## src/rtl/id_fwd_stage.sv

```systemverilog
// Registered MIPS decode stage: decodes the IF/ID instruction, resolves
// operands with EX/MEM forwarding, interlocks on load-use hazards, resolves
// branches/jumps in ID and presents the result in a valid/ready register.
module id_fwd_stage #(
  parameter int DATA_W      = 32,
  parameter bit DELAY_SLOT  = 1'b1,
  parameter int STALL_CNT_W = 16
) (
  input  logic                   i_clk,
  input  logic                   i_rst,
  input  logic                   i_valid,
  output logic                   o_ready,
  input  logic [31:0]            i_pc,
  input  logic [31:0]            i_inst,
  output logic [4:0]             o_readAddrLeft,
  output logic [4:0]             o_readAddrRight,
  output logic                   o_readEnableLeft,
  output logic                   o_readEnableRight,
  input  logic [DATA_W-1:0]      i_readValueLeft,
  input  logic [DATA_W-1:0]      i_readValueRight,
  input  logic                   i_exWrite,
  input  logic                   i_exIsLoad,
  input  logic [4:0]             i_exDest,
  input  logic [DATA_W-1:0]      i_exValue,
  input  logic                   i_memWrite,
  input  logic [4:0]             i_memDest,
  input  logic [DATA_W-1:0]      i_memValue,
  input  logic                   i_flush,
  output logic                   o_takeBranch,
  output logic [31:0]            o_jpc,
  output logic                   o_valid,
  input  logic                   i_ready,
  output logic [4:0]             o_exop,
  output logic [4:0]             o_dest,
  output logic [DATA_W-1:0]      o_srcLeft,
  output logic [DATA_W-1:0]      o_srcRight,
  output logic [STALL_CNT_W-1:0] o_stallCount
);

  typedef enum logic [4:0] {
    EX_NOP  = 5'd0,  EX_AND  = 5'd1,  EX_OR    = 5'd2,  EX_XOR  = 5'd3,
    EX_NOR  = 5'd4,  EX_SLL  = 5'd5,  EX_SRL   = 5'd6,  EX_SRA  = 5'd7,
    EX_MFHI = 5'd8,  EX_MFLO = 5'd9,  EX_MTHI  = 5'd10, EX_MTLO = 5'd11,
    EX_ADD  = 5'd12, EX_ADDU = 5'd13, EX_SUB   = 5'd14, EX_SUBU = 5'd15,
    EX_MULT = 5'd16, EX_MULTU = 5'd17, EX_SLT  = 5'd18, EX_SLTU = 5'd19
  } ex_op_e;

  typedef enum logic [1:0] {L_RS, L_RT, L_ZERO} lsel_e;
  typedef enum logic [2:0] {R_RT, R_RS, R_SA, R_SEIMM, R_ZEIMM, R_LUI, R_NPC, R_ZERO} rsel_e;
  typedef enum logic [3:0] {BR_NONE, BR_EQ, BR_NE, BR_LEZ, BR_GTZ, BR_LTZ, BR_GEZ, BR_J, BR_JR} br_e;

  logic [5:0]  op, funct;
  logic [4:0]  rs, rt, rd, sa;
  logic [15:0] imm;
  logic [25:0] target;
  logic [31:0] npc;

  assign op     = i_inst[31:26];
  assign rs     = i_inst[25:21];
  assign rt     = i_inst[20:16];
  assign rd     = i_inst[15:11];
  assign sa     = i_inst[10:6];
  assign funct  = i_inst[5:0];
  assign imm    = i_inst[15:0];
  assign target = i_inst[25:0];
  assign npc    = i_pc + 32'd4;

  ex_op_e     dec_op;
  logic [4:0] dec_dest;
  logic       use_left, use_right;
  lsel_e      lsel;
  rsel_e      rsel;
  br_e        br;

  // Instruction decode: EX op, destination, used sources and operand selects
  always_comb begin
    dec_op    = EX_NOP;
    dec_dest  = '0;
    use_left  = 1'b0;
    use_right = 1'b0;
    lsel      = L_ZERO;
    rsel      = R_ZERO;
    br        = BR_NONE;
    case (op)
      6'h00: begin
        case (funct)
          6'h00, 6'h02, 6'h03: begin
            if (sa != 5'd0) begin
              case (funct)
                6'h00:   dec_op = EX_SLL;
                6'h02:   dec_op = EX_SRL;
                default: dec_op = EX_SRA;
              endcase
              use_right = 1'b1;
              lsel      = L_RT;
              rsel      = R_SA;
              dec_dest  = rd;
            end
          end
          6'h04, 6'h06, 6'h07: begin
            case (funct)
              6'h04:   dec_op = EX_SLL;
              6'h06:   dec_op = EX_SRL;
              default: dec_op = EX_SRA;
            endcase
            use_left  = 1'b1;
            use_right = 1'b1;
            lsel      = L_RT;
            rsel      = R_RS;
            dec_dest  = rd;
          end
          6'h08: begin
            use_left = 1'b1;
            br       = BR_JR;
          end
          6'h09: begin
            use_left = 1'b1;
            br       = BR_JR;
            dec_op   = EX_OR;
            rsel     = R_NPC;
            dec_dest = 5'd31;
          end
          6'h10: begin dec_op = EX_MFHI; dec_dest = rd; end
          6'h12: begin dec_op = EX_MFLO; dec_dest = rd; end
          6'h11: begin dec_op = EX_MTHI; use_left = 1'b1; lsel = L_RS; end
          6'h13: begin dec_op = EX_MTLO; use_left = 1'b1; lsel = L_RS; end
          6'h18, 6'h19, 6'h20, 6'h21, 6'h22, 6'h23,
          6'h24, 6'h25, 6'h26, 6'h27, 6'h2A, 6'h2B: begin
            case (funct)
              6'h18:   dec_op = EX_MULT;
              6'h19:   dec_op = EX_MULTU;
              6'h20:   dec_op = EX_ADD;
              6'h21:   dec_op = EX_ADDU;
              6'h22:   dec_op = EX_SUB;
              6'h23:   dec_op = EX_SUBU;
              6'h24:   dec_op = EX_AND;
              6'h25:   dec_op = EX_OR;
              6'h26:   dec_op = EX_XOR;
              6'h27:   dec_op = EX_NOR;
              6'h2A:   dec_op = EX_SLT;
              default: dec_op = EX_SLTU;
            endcase
            use_left  = 1'b1;
            use_right = 1'b1;
            lsel      = L_RS;
            rsel      = R_RT;
            dec_dest  = (funct == 6'h18 || funct == 6'h19) ? 5'd0 : rd;
          end
          default: ;
        endcase
      end
      6'h01: begin
        if (rt == 5'd0) begin use_left = 1'b1; br = BR_LTZ; end
        else if (rt == 5'd1) begin use_left = 1'b1; br = BR_GEZ; end
      end
      6'h02: br = BR_J;
      6'h03: begin
        br       = BR_J;
        dec_op   = EX_OR;
        rsel     = R_NPC;
        dec_dest = 5'd31;
      end
      6'h04: begin use_left = 1'b1; use_right = 1'b1; br = BR_EQ; end
      6'h05: begin use_left = 1'b1; use_right = 1'b1; br = BR_NE; end
      6'h06: begin use_left = 1'b1; br = BR_LEZ; end
      6'h07: begin use_left = 1'b1; br = BR_GTZ; end
      6'h08, 6'h09, 6'h0A, 6'h0B, 6'h0C, 6'h0D, 6'h0E: begin
        case (op)
          6'h08:   begin dec_op = EX_ADD;  rsel = R_SEIMM; end
          6'h09:   begin dec_op = EX_ADDU; rsel = R_SEIMM; end
          6'h0A:   begin dec_op = EX_SLT;  rsel = R_SEIMM; end
          6'h0B:   begin dec_op = EX_SLTU; rsel = R_SEIMM; end
          6'h0C:   begin dec_op = EX_AND;  rsel = R_ZEIMM; end
          6'h0D:   begin dec_op = EX_OR;   rsel = R_ZEIMM; end
          default: begin dec_op = EX_XOR;  rsel = R_ZEIMM; end
        endcase
        use_left = 1'b1;
        lsel     = L_RS;
        dec_dest = rt;
      end
      6'h0F: begin
        dec_op   = EX_OR;
        rsel     = R_LUI;
        dec_dest = rt;
      end
      default: ;
    endcase
  end

  // EX beats MEM beats register file; EX results of loads are not ready yet
  function automatic logic [DATA_W-1:0] fwd(input logic [4:0] addr,
                                            input logic [DATA_W-1:0] rf_value);
    if (addr == 5'd0) return '0;
    if (i_exWrite && !i_exIsLoad && i_exDest == addr) return i_exValue;
    if (i_memWrite && i_memDest == addr) return i_memValue;
    return rf_value;
  endfunction

  logic [DATA_W-1:0] fwd_left, fwd_right, src_left, src_right;
  logic              hazard, can_advance, accept, taken, redirect;
  logic              squash;
  logic [31:0]       br_target;

  assign fwd_left  = fwd(rs, i_readValueLeft);
  assign fwd_right = fwd(rt, i_readValueRight);

  assign o_readAddrLeft    = rs;
  assign o_readAddrRight   = rt;
  assign o_readEnableLeft  = use_left & i_valid;
  assign o_readEnableRight = use_right & i_valid;

  assign hazard = i_valid & i_exWrite & i_exIsLoad & (i_exDest != 5'd0) &
                  ((use_left & (i_exDest == rs)) | (use_right & (i_exDest == rt)));

  assign can_advance = !o_valid | i_ready;
  assign o_ready     = i_flush | (can_advance & !hazard);
  assign accept      = i_valid & o_ready & !i_flush;
  assign br_target   = npc + {{14{imm[15]}}, imm, 2'b00};

  // Branch condition on forwarded operands and redirect target
  always_comb begin
    taken = 1'b0;
    o_jpc = br_target;
    case (br)
      BR_EQ:  taken = (fwd_left == fwd_right);
      BR_NE:  taken = (fwd_left != fwd_right);
      BR_LEZ: taken = fwd_left[DATA_W-1] | (fwd_left == '0);
      BR_GTZ: taken = !fwd_left[DATA_W-1] & (fwd_left != '0);
      BR_LTZ: taken = fwd_left[DATA_W-1];
      BR_GEZ: taken = !fwd_left[DATA_W-1];
      BR_J:   begin taken = 1'b1; o_jpc = {npc[31:28], target, 2'b00}; end
      BR_JR:  begin taken = 1'b1; o_jpc = 32'(fwd_left); end
      default: ;
    endcase
  end

  assign redirect     = accept & !squash & taken;
  assign o_takeBranch = redirect & !i_rst;

  // Operand selection after forwarding
  always_comb begin
    src_left = '0;
    case (lsel)
      L_RS:    src_left = fwd_left;
      L_RT:    src_left = fwd_right;
      default: src_left = '0;
    endcase
    src_right = '0;
    case (rsel)
      R_RT:    src_right = fwd_right;
      R_RS:    src_right = fwd_left;
      R_SA:    src_right = DATA_W'(sa);
      R_SEIMM: src_right = {{(DATA_W-16){imm[15]}}, imm};
      R_ZEIMM: src_right = DATA_W'(imm);
      R_LUI:   src_right = DATA_W'({imm, 16'h0000});
      R_NPC:   src_right = DATA_W'(npc);
      default: src_right = '0;
    endcase
  end

  // Output register, squash flag and saturating stall counter
  always_ff @(posedge i_clk) begin
    if (i_rst) begin
      o_valid      <= 1'b0;
      o_exop       <= EX_NOP;
      o_dest       <= '0;
      o_srcLeft    <= '0;
      o_srcRight   <= '0;
      squash       <= 1'b0;
      o_stallCount <= '0;
    end else if (i_flush) begin
      o_valid <= 1'b0;
      squash  <= 1'b0;
    end else if (accept) begin
      if (squash) begin
        o_valid <= 1'b0;
        squash  <= 1'b0;
      end else begin
        o_valid    <= 1'b1;
        o_exop     <= dec_op;
        o_dest     <= dec_dest;
        o_srcLeft  <= src_left;
        o_srcRight <= src_right;
        squash     <= !DELAY_SLOT && taken;
      end
    end else if (can_advance) begin
      o_valid <= 1'b0;
      if (hazard && o_stallCount != '1)
        o_stallCount <= o_stallCount + STALL_CNT_W'(1);
    end
  end

endmodule
```

## config.mk

```make
export PLATFORM = sky130hd
export DESIGN_NAME = id_fwd_stage
export DESIGN_NICKNAME = d
export VERILOG_FILES = /design/src/rtl/id_fwd_stage.sv
export SDC_FILE = /design/constraint.sdc
export NUM_CORES = 1
export LEC_CHECK = 0
export CORE_MARGIN = 1.5
export CORE_UTILIZATION = 40
export DETAILED_ROUTE_END_ITERATION = 8
export PLACE_DENSITY_LB_ADDON = 0.15
export SLEW_MARGIN = 20
export SYNTH_ARGS = -nofsm -noshare
export SYNTH_HDL_FRONTEND = slang
export SYNTH_SLANG_ARGS = --single-unit
```

## constraint.sdc

```tcl
create_clock -name i_clk -period 10.9 [get_ports i_clk]
set_input_delay 3.27 -clock i_clk [delete_from_list [all_inputs] [get_ports i_clk]]
set_output_delay 3.27 -clock i_clk [all_outputs]
set_load 0.03 [all_outputs]
```

* Word level (Yosys, flattened, before mapping) *
Index checks and enable logic that the tools add are counted.

cells by class
  bitwise operators = 20
  muxes and demuxes = 59
  eq/ne operators = 61
  add/subtract/negate cells = 3
  reductions and logical operators = 43

operators with widths
  operator                                             number
  two-way mux 32 bit                                   12
  one-hot mux 32 bit (7 select lines)                  1
  one-hot mux 32 bit (2 select lines)                  2
  equality test 6 x 4 -> 1 bit, second input constant  10
  equality test 6 bit, second input constant           10
  one-hot mux 5 bit (11 select lines)                  1
  equality test 6 x 3 -> 1 bit, second input constant  7
  one-hot mux 5 bit (8 select lines)                   1
  equality test 6 x 5 -> 1 bit, second input constant  6
  adder 32 x 3 -> 32 bit, second input constant        1
  adder 32 bit                                         1
  equality test 32 bit                                 1
  zero test 32 bit                                     1
  != test 32 bit                                       1
  nonzero test 32 bit                                  1
  one-hot mux 5 bit (3 select lines)                   2
  one-hot mux 5 bit (6 select lines)                   1
  one-hot mux 4 bit (7 select lines)                   1
  equality test 6 x 2 -> 1 bit, second input constant  4
  one-hot mux 3 bit (4 select lines)                   2
  equality test 5 bit                                  4
  one-hot mux 5 bit (4 select lines)                   1
  OR reduction 19 bit                                  1
  two-way mux 1 bit                                    18
  other kinds (45)                                     96

storage, ports and cells
  output and inout port bits = 137
  register bits after elaboration = 91
  logic and storage cells = 192
  input port bits = 210

* Depth between registers and ports, before layout *
  depth after elaboration = 15
  depth in mapped cells = 17
  gate-level depth less buffers = 16

* Worst setup path after synthesis *
No wires, ideal clock.

  path type = input -> output
  start = input port i_pc[5]
  end = output port o_jpc[28]
  arrival time = 7.055 ns
  buffers on the path = 0
  stages on the path = 16
  setup slack = 0.575 ns
  data required time = 7.630 ns
  cells stage by stage = and3_1 > nand2_1 > nor3_1 > nand3_1 > xnor2_1 > ha_1 > a2111oi_0 > o221ai_1 > nor2_1 > o31ai_1 > a2111oi_0 > nor2_1 > o41a_1 > a31oi_1 > mux2i_1 > o21ai_0

between the ends
  longest elaborated chain between the ends = 3

ends and longest elaborated chain
  what                                   RTL line  source
  start, declared                        13        input logic [31:0] i_pc,
  adder 32 x 3 -> 32 bit *               66        assign npc = i_pc + 32'd4;
  adder 32 bit                           218       assign br_target = npc + {{14{imm[15]}}, imm, 2'b00};
  one-hot mux 32 bit (2 select lines) *  224       case (br)
  end, declared                          30        output logic [31:0] o_jpc,

Every way passes the cells marked *; elsewhere a longest branch is shown, timed or not.

* Final worst setup path *
  start = input port i_pc[6]
  end = output port o_jpc[31]

Same word-level chain as after synthesis.

==> results by group <==
Drt
  • Avg Vias per Cell: around 6.5
  • WL/cell: 26.08 um
  • Final WL: 56130 um
  • Routed Antenna Nets: 0
  • DRC viols: 0
  • Initial DRT Pass Iterations: 8
  • Initial DRC count: approximately 1900
  • Vias: 14013

Global routing
  • Global route overflow: 0
  • Overall Global Routing Usage: 0.3906
  • Initial antenna violation count: 2
  • First-pass GRT wire length: between 70000 and 80000 um
  • Largest net degree at the start of global routing: 81
  • Vias in the first global route: 12999

Setup path
  • Setup Crit Path Kind: in2out
  • Crit. End Element: primary output
  • Critical Path Start: i_pc[6]
  • CP cell instances: clkdlybuf4s50_1 > and3_1 > buf_4 > nand3_1 > buf_4 > or3_1 > inv_1 > nand2_1 > xnor2_1 > ha_1 > a21o_1 > a21oi_1 > o221ai_1 > nand2b_1 > o21a_1 > o211ai_1 > mux2i_1 > a21o_1 > buf_12
  • WP data arrival: 7.42 ns
  • R2R Path Start: o_stallCount[4]$_SDFFE_PP0P_
  • Critical path fanouts, max: 6
  • Data required, critical path: between 7 and 8 ns
  • Crit path largest cell delay: between 0.4 and 0.5 ns
  • CP max stage cell: clkdlybuf4s50_1
  • Critical Path Start Type: primary input

Floorplanning
  • I/O pin count: 347
  • Core Rows: 59
  • DIE HEIGHT: 165.5 um
  • CORE AREA: 25980 um^2
  • Die width: 165.5 um
  • Die Area: 27390 um^2
  • Initial Utilization: 0.4064

Synth
  • Sequential element share of the synthesized area: 0.1725
  • Syn nets: around 1700
  • Ys Warns: 0
  • Synth Register Bits: 91
  • Gate count of the mapped netlist: about 1500
  • Mapped cell area: about 11000 um^2
  • Post-synth ARST share: 0
  • Ys flop type: dfxtp_1
  • Distinct cell type count after synthesis: 71
  • Post-synth EDFFs: 0
  • Syn avg cell area: 7.088 um^2

STA
  • RSZ-0062 raised after global routing: true
  • Hold WS: between 0.4 and 0.5 ns
  • Worst clock skew: ~0.0052 ns
  • Final Hold Violating Endpoints: 0
  • Final period util: 0.9806
  • Worst Tran Pin Value: ~1.1 ns
  • Relative slew slack: 0.2849
  • Final setup fails: 0
  • Setup TNS: 0 ns
  • FMAX: between 0.09 and 0.1 GHz
  • Tmin final: about 11 ns
  • Fin. max-slew vios: 0

Pwr
  • P per Cell Area: 91.53 nW/um^2
  • Peak supply drop: 102.9 uV
  • Sw Pwr: 542.5 uW
  • Total leakage power: around 5.7 nW
  • Sequential group share of total power: 0.252
  • Combinational Power Share: 0.501
  • Clock power share: 0.247
  • Internal power: ~840 uW
  • Switching part of the total power: 0.3910

Clock tree
  • Hold buffer count at CTS: 0
  • Post-CTS Setup Bufs: 0
  • Clock-pin slew on the worst setup and hold paths: ~0.070 ns
  • CTS Sinks: 91
  • CTS max path bufs: 2
  • Num CTS Buffers: 9
  • H-tree depth: 3
  • CTS tree: done
  • Clock Latency Late Sink: 0.35 ns
  • Root Driver: clkbuf_16

Run status
  • Outcome: finished, final reports clean

Place
  • Placer Congestion: roughly 1.0
  • DP Cell Count: 2134
  • Port Buffers: 346
  • DPL Wire Length: ~44000 um

Worst hold path
  • Hold Path Origin: o_srcRight[17]$_SDFFE_PP0P_
  • Hold WC Path Type: reg2reg

Run
  • Max-cap violations: 0

Cells and area
  • Commonest non-fill, non-tap cell in the layout: clkdlybuf4s50_1
  • Area delta synth->final: 43.53%
  • Non-filler cells, final: around 2200
  • Most frequent cells in the layout: clkdlybuf4s50_1, nand2_1, nor2_1, o21ai_0, buf_4
  • Net count, final: 2052
  • Layout cells sized above 1: 0.09917
  • Number of fill cells in the layout: 2450
==> critical path, delay by kind of cell <==
kind,cells,cell delay [ns]
compound gates,6,1.31
buf+inv,5,1.03
simple gates,5,1.02
fa+ha+maj,1,0.35
xor+xnor,1,0.22
mux,1,0.21
==> synthesized netlist by cell type, types with 11 or more instances <==
master	n	area [um^2]
o221ai_1	48	420.4
inv_1	18	67.56
mux2i_1	31	310.3
a21oi_1	73	365.4
nor2b_1	14	87.58
nor3_1	32	160.2
xnor2_1	60	525.5
nand2b_1	20	125.1
nand2_1	132	495.5
a211o_1	29	254.0
dfxtp_1	91	1822
ha_1	31	387.9
o21a_1	30	225.2
xor2_1	34	297.8
nand4_1	18	112.6
o31ai_1	36	270.3
and3_1	48	300.3
nor2_1	129	484.2
a221oi_1	28	245.2
a211oi_1	19	142.6
buf_2	15	75.07
nand3_1	92	460.4
a21o_1	50	375.4
clkbuf_1	100	375.4
a222oi_1	11	110.1
o21ai_0	111	555.5
a31o_2	25	219.0
==> final timing paths <==
check                             endpoint  slack (ns)  cells after the start
min            o_srcRight[17]$_SDFFE_PP0P_        0.46                      2
max                              o_jpc[31]        0.21                     19
max reg2reg  o_stallCount[13]$_SDFFE_PP0P_        7.97                     10
min reg2reg    o_srcRight[17]$_SDFFE_PP0P_        0.46                      2
==> cell families (layout without fill, tap and decap cells) <==
| family | after synthesis | count (layout) | synth area share |
|---|---|---|---|
| and+or+nand+nor | 547 | 547 | 0.2552 |
| AOI/OAI and AO/OA | 543 | 543 | 0.3642 |
| buffers and inverters | 148 | 473 | 0.05793 |
| xor gates and xnor gates | 94 | 94 | 0.07795 |
| DFF | 91 | 91 | 0.1725 |
| muxes | 35 | 35 | 0.03365 |
| adders and majority gates | 32 | 32 | 0.03862 |
| other | 0 | 2 | 0 |
==> power by group through the flow <==
stage	clock network [mW]	logic [mW]	registers (mW)
after global placement	0	0.675	0.357
after global routing	0.360	0.723	0.350
after CTS	0.347	0.678	0.350
after floorplan	0	0.324	0.376
final	0.343	0.695	0.350
after detailed placement	0	0.674	0.357
==> state kept, by name, indices dropped and copies added (netlist names) <==
register and cells:
o_srcRight 32, o_srcLeft 32, o_dest 5, o_exop 5
o_stallCount 16, o_valid 1
==> per-layer routing <==
metal | part of all wire | wire length, um | vias up | GRT usage
li1 | - | - | 6303 | -
met1 | 0.38 | 21380 | 6619 | 0.4824
met2 | 0.45 | 25340 | 910 | 0.6269
met3 | 0.10 | 5877 | 181 | 0.07318
met4 | 0.063 | 3533 | 0 | 0.2390
met5 | 0 | 0 | - | 0
==> per-stage QoR <==
stage               cell area, um^2  utilization  worst slack (ns)  total power [mW]
floorplan                     10560            -            0.5753            0.7003
global placement              14760       0.5680           -0.1906             1.032
detailed placement            14760       0.5680           -0.2549             1.031
CTS                           15090       0.5808           0.04052             1.375
global route                  15160       0.5833          -0.04130             1.433
finish                        15160       0.5833            0.2114             1.387
==> cell type report <==
class	instances	area, um^2	area share
antenna	2	5.005	0.0003302
clock buffer	10	229.0	0.01511
inverter	18	67.56	0.004457
tap	335	419.2	0.02765
clock inverter	6	95.09	0.006273
timing repair buffer	439	4304	0.2839
multi-input combinational	1251	8217	0.5421
sequential	91	1822	0.1202
==> repair_timing <==
action / CTS / global route
gates resized for setup: 4 / 13
pin swaps: 0 / 2
hold endpoints to repair: 0 / 0
setup endpoints to repair: 3 / 7
No activity file was read; power rests on OpenSTA's default activity.
==> patch 1: new RTL, config.mk and constraints unchanged <==
Set the parameter `STALL_CNT_W` to 12 (it was 16).
--- a/src/rtl/id_fwd_stage.sv
+++ b/src/rtl/id_fwd_stage.sv
@@ -5,5 +5,5 @@
   parameter int DATA_W      = 32,
   parameter bit DELAY_SLOT  = 1'b1,
-  parameter int STALL_CNT_W = 16
+  parameter int STALL_CNT_W = 12
 ) (
   input  logic                   i_clk,
Interface: changed (resized o_stallCount); port bits go from 347 to 343. The function was not compared with the original's and may differ.
==> patch 1 against the unedited design <==
Setup slack got worse by 0.15 ns; largest cell class unchanged; count of clock-buffer cells in the layout did not move; routed wire length fell by 8.2%; synthesized area fell by 6.9%; combinational power fell by 3%; sequential power fell by 5%; sequential cell count fell by 4; largest power group unchanged; power fell by 4.0%; final area fell by 1.7%.
==> patch 1: results <==
group,metric,value,unit
run_status,status,"completed",
logic_synthesis,synth_area_leaders,"dfxtp_1, nand2_1, o21ai_0, xnor2_1, nor2_1",
finish,num_antenna_cells,1,
placement,dp_worst_setup_slack,-0.183,ns
placement,postPlaceCellArea,14400,µm²
route,wl_met3,5.32,mm
finish,multi_input_cells,1243,
finish,signal_buffers,496,
finish,n_all_inverters,15,
global_route,antenna_found_initial,1,
logic_synthesis,synth.avg_cell_area,6.72,µm²
finish,syn2layout_area_growth,51.5,%
sta,worst_slew_pin_slew,1.11,ns
global_route,met2_usage,0.607,
cts,cts_sinks,87,
logic_synthesis,ys_types,70,
global_route,grt_pass1_wl,75.6,mm
route,drc,0,
pwr,cellLeakagePower,0.00566,µW
pwr,p_switching,519,µW
global_route,grt_util_met3,0.0714,
route,met2_length,22.7,mm
finish,buf_share,0.318,
finish,drive_gt1_frac,0.141,
route,wl,51.5,mm
route,drt_iter0_markers,1506,
placement,dpl.hpwl,41.1,mm
finish,fillers,2334,
global_route,grt_pass1_vias,12200,
logic_synthesis,synthTopCellsByCount,"nand2_1, nor2_1, o21ai_0, a21oi_1, clkbuf_1",
global_route,grt_use_met1,0.495,
route,drt-met1-wl,20.4,mm
placement,placed_cells,2158,
finish,largest_registers,"o_srcLeft (32), o_srcRight (32), o_stallCount (12)",
worst_setup_path,cp_max_fo,5,
logic_synthesis,seq_area_frac_synth,0.177,
placement,io_buffers,342,
cts,clk_path_buf_depth,2,
worst_setup_path,worst_path_max_delay_cell,"or4b_2",
sta,finClkSkew,0.0104,ns
worst_setup_path,critPathArrivalTime,7.56,ns
cts,post_cts_buffers,1,
placement,gp_congestion,1.01,
global_route,grtUsageTotal,0.385,
route,first_pass_iters,6,
finish,register_area,1740,µm²
route,routedWlPerCell,23.6,µm
finish,multi_input_area_share,0.514,
global_route,grt_max_degree,89,
logic_synthesis,synthesis.nets,1705,
pwr,ir_drop,0.0000707,V
finish,clk_share,0.0199,
hold_path,hp-class,"register to register",
worst_setup_path,slowest_delay,0.62,ns
route,route.vias.total,13400,
[patch 1: power by group through the flow]
stage,logic [µW],clock network (µW),registers [µW]
after global placement,650,0,338
after floorplan,294,0,354
after detailed placement,650,0,338
final,677,324,331
after CTS,656,326,331
after global routing,704,338,332
[patch 1: path summary, 6_finish.rpt]
check	slack (ns)	from	cells past startpoint	end
worst max register to register	8.35	o_valid	8	o_srcRight[26]
worst min register to register	0.45	o_srcLeft[12]	2	o_srcLeft[12]
worst min-delay path	0.45	o_srcLeft[12]	2	o_srcLeft[12]
worst max-delay path	0.07	i_pc[8]	18	o_jpc[31]
[patch 1: cells by family (layout without fill, tap and decap cells)]
logic type / count (synthesis) / after routing / share of synthesized area
compound gates: 483 / 483 / 0.325
flops: 87 / 87 / 0.177
simple gates: 587 / 587 / 0.268
buf+inv: 133 / 527 / 0.0597
other cells: 0 / 1 / 0
xor+xnor: 113 / 113 / 0.101
mux: 28 / 28 / 0.0286
fa+ha+maj: 32 / 32 / 0.0415
==> patch 2: new RTL, config.mk and constraints unchanged <==
Made on the original files. Put one more register stage on the output `o_stallCount`. The value now appears one clock later. The other outputs are not delayed to match.
--- a/src/rtl/id_fwd_stage.sv
+++ b/src/rtl/id_fwd_stage.sv
@@ -50,4 +50,6 @@
   typedef enum logic [3:0] {BR_NONE, BR_EQ, BR_NE, BR_LEZ, BR_GTZ, BR_LTZ, BR_GEZ, BR_J, BR_JR} br_e;
 
+  logic [STALL_CNT_W-1:0] o_stallCount_s0;
+
   logic [5:0]  op, funct;
   logic [4:0]  rs, rt, rd, sa;
@@ -268,5 +270,5 @@
       o_srcRight   <= '0;
       squash       <= 1'b0;
-      o_stallCount <= '0;
+      o_stallCount_s0 <= '0;
     end else if (i_flush) begin
       o_valid <= 1'b0;
@@ -286,8 +288,12 @@
     end else if (can_advance) begin
       o_valid <= 1'b0;
-      if (hazard && o_stallCount != '1)
-        o_stallCount <= o_stallCount + STALL_CNT_W'(1);
+      if (hazard && o_stallCount_s0 != '1)
+        o_stallCount_s0 <= o_stallCount_s0 + STALL_CNT_W'(1);
     end
   end
 
+  always_ff @(posedge i_clk) begin
+    o_stallCount <= o_stallCount_s0;
+  end
+
 endmodule
Formal check against the unedited RTL: not equivalent (Yosys sat finds a counterexample within 4 cycles, from zero or initial values and one cycle with i_rst high).
==> patch 2 against the unedited design <==
Setup slack improved by 0.026 ns; largest cell class unchanged; power rose by 2.5%; global-route usage fell by 0.37 points; final area rose by 3.3%; critical endpoint is now o_jpc[27]; routed wire length rose by 2.4%; sequential share of layout area increased by 1.7 points; sequential cell count grew 16; sequential power is 17% higher; synthesized area rose by 5.4%.
==> patch 2: results <==
group,metric,value,unit
run_status,status,"completed",
worst_setup_path,slowest_delay,0.70,ns
logic_synthesis,synthesis.nets,1786,
worst_setup_path,r2r-end,"o_srcRight[29]",
logic_synthesis,synth-compound-area-share,0.338,
logic_synthesis,synth_xor_xnor_area_share,0.0715,
hold_path,min_to,"o_stallCount[14]",
worst_setup_path,crit_path_start,"i_pc[2]",
logic_synthesis,synthMuxAreaShare,0.0502,
route,routedWlPerCell,25.7,µm
route,via_per_inst,6.37,
global_route,met2_usage,0.619,
global_route,grt_use_met1,0.501,
sta,hold-worst-slack,0.375,ns
finish,largest_registers,"o_srcLeft (32), o_srcRight (32)",
logic_synthesis,synth_area_leaders,"dfxtp_1, o21ai_0, nor2_1, xnor2_1, a211oi_1",
route,drt_iter0_markers,2169,
logic_synthesis,seq_area_frac_synth,0.192,
sta,finClkSkew,0.0106,ns
global_route,grt_max_degree,93,
hold_path,min_path_cells,0,
worst_setup_path,reg2regPathDepth,7,
logic_synthesis,synth.avg_cell_area,7.21,µm²
finish,fillers,2580,
global_route,grt_pass1_wl,83.6,mm
pwr,power_clock,330,µW
pwr,powerSeq,408,µW
worst_setup_path,crit_family,"buffers and inverters",
placement,postPlaceCellArea,15300,µm²
placement,gp_congestion,1.06,
route,wl_met3,5.20,mm
-- patch 2: worst reg2reg max path, delay by kind of cell (launching register included) --
family          cells  cell delay [ns]
compound gates      3             0.98
flops               1             0.35
buf+inv             2             0.45
simple gates        2             0.57
-- patch 2: what timing repair did --
action                                  in CTS  in global routing
endpoints found under the setup margin       0                 10
gates resized for setup                      0                 15
buffers inserted                             0                  0
-- patch 2: cell type report --
type | count | share of cell area
well taps | 372 | 0.0297
clock buffers | 10 | 0.0153
multi-input cells | 1284 | 0.538
diodes | 2 | 0.000320
clock inverters | 6 | 0.00416
inverters | 22 | 0.00527
repair buffers | 438 | 0.271
flip-flops and latches | 107 | 0.137
-- patch 2: cells by family after synthesis --
| family | after synthesis |
|---|---|
| and+or+nand+nor | 560 |
| AOI/OAI and AO/OA | 548 |
| buffers and inverters | 153 |
| DFF | 107 |
| xor gates and xnor gates | 90 |
| muxes | 54 |
| adders and majority gates | 32 |
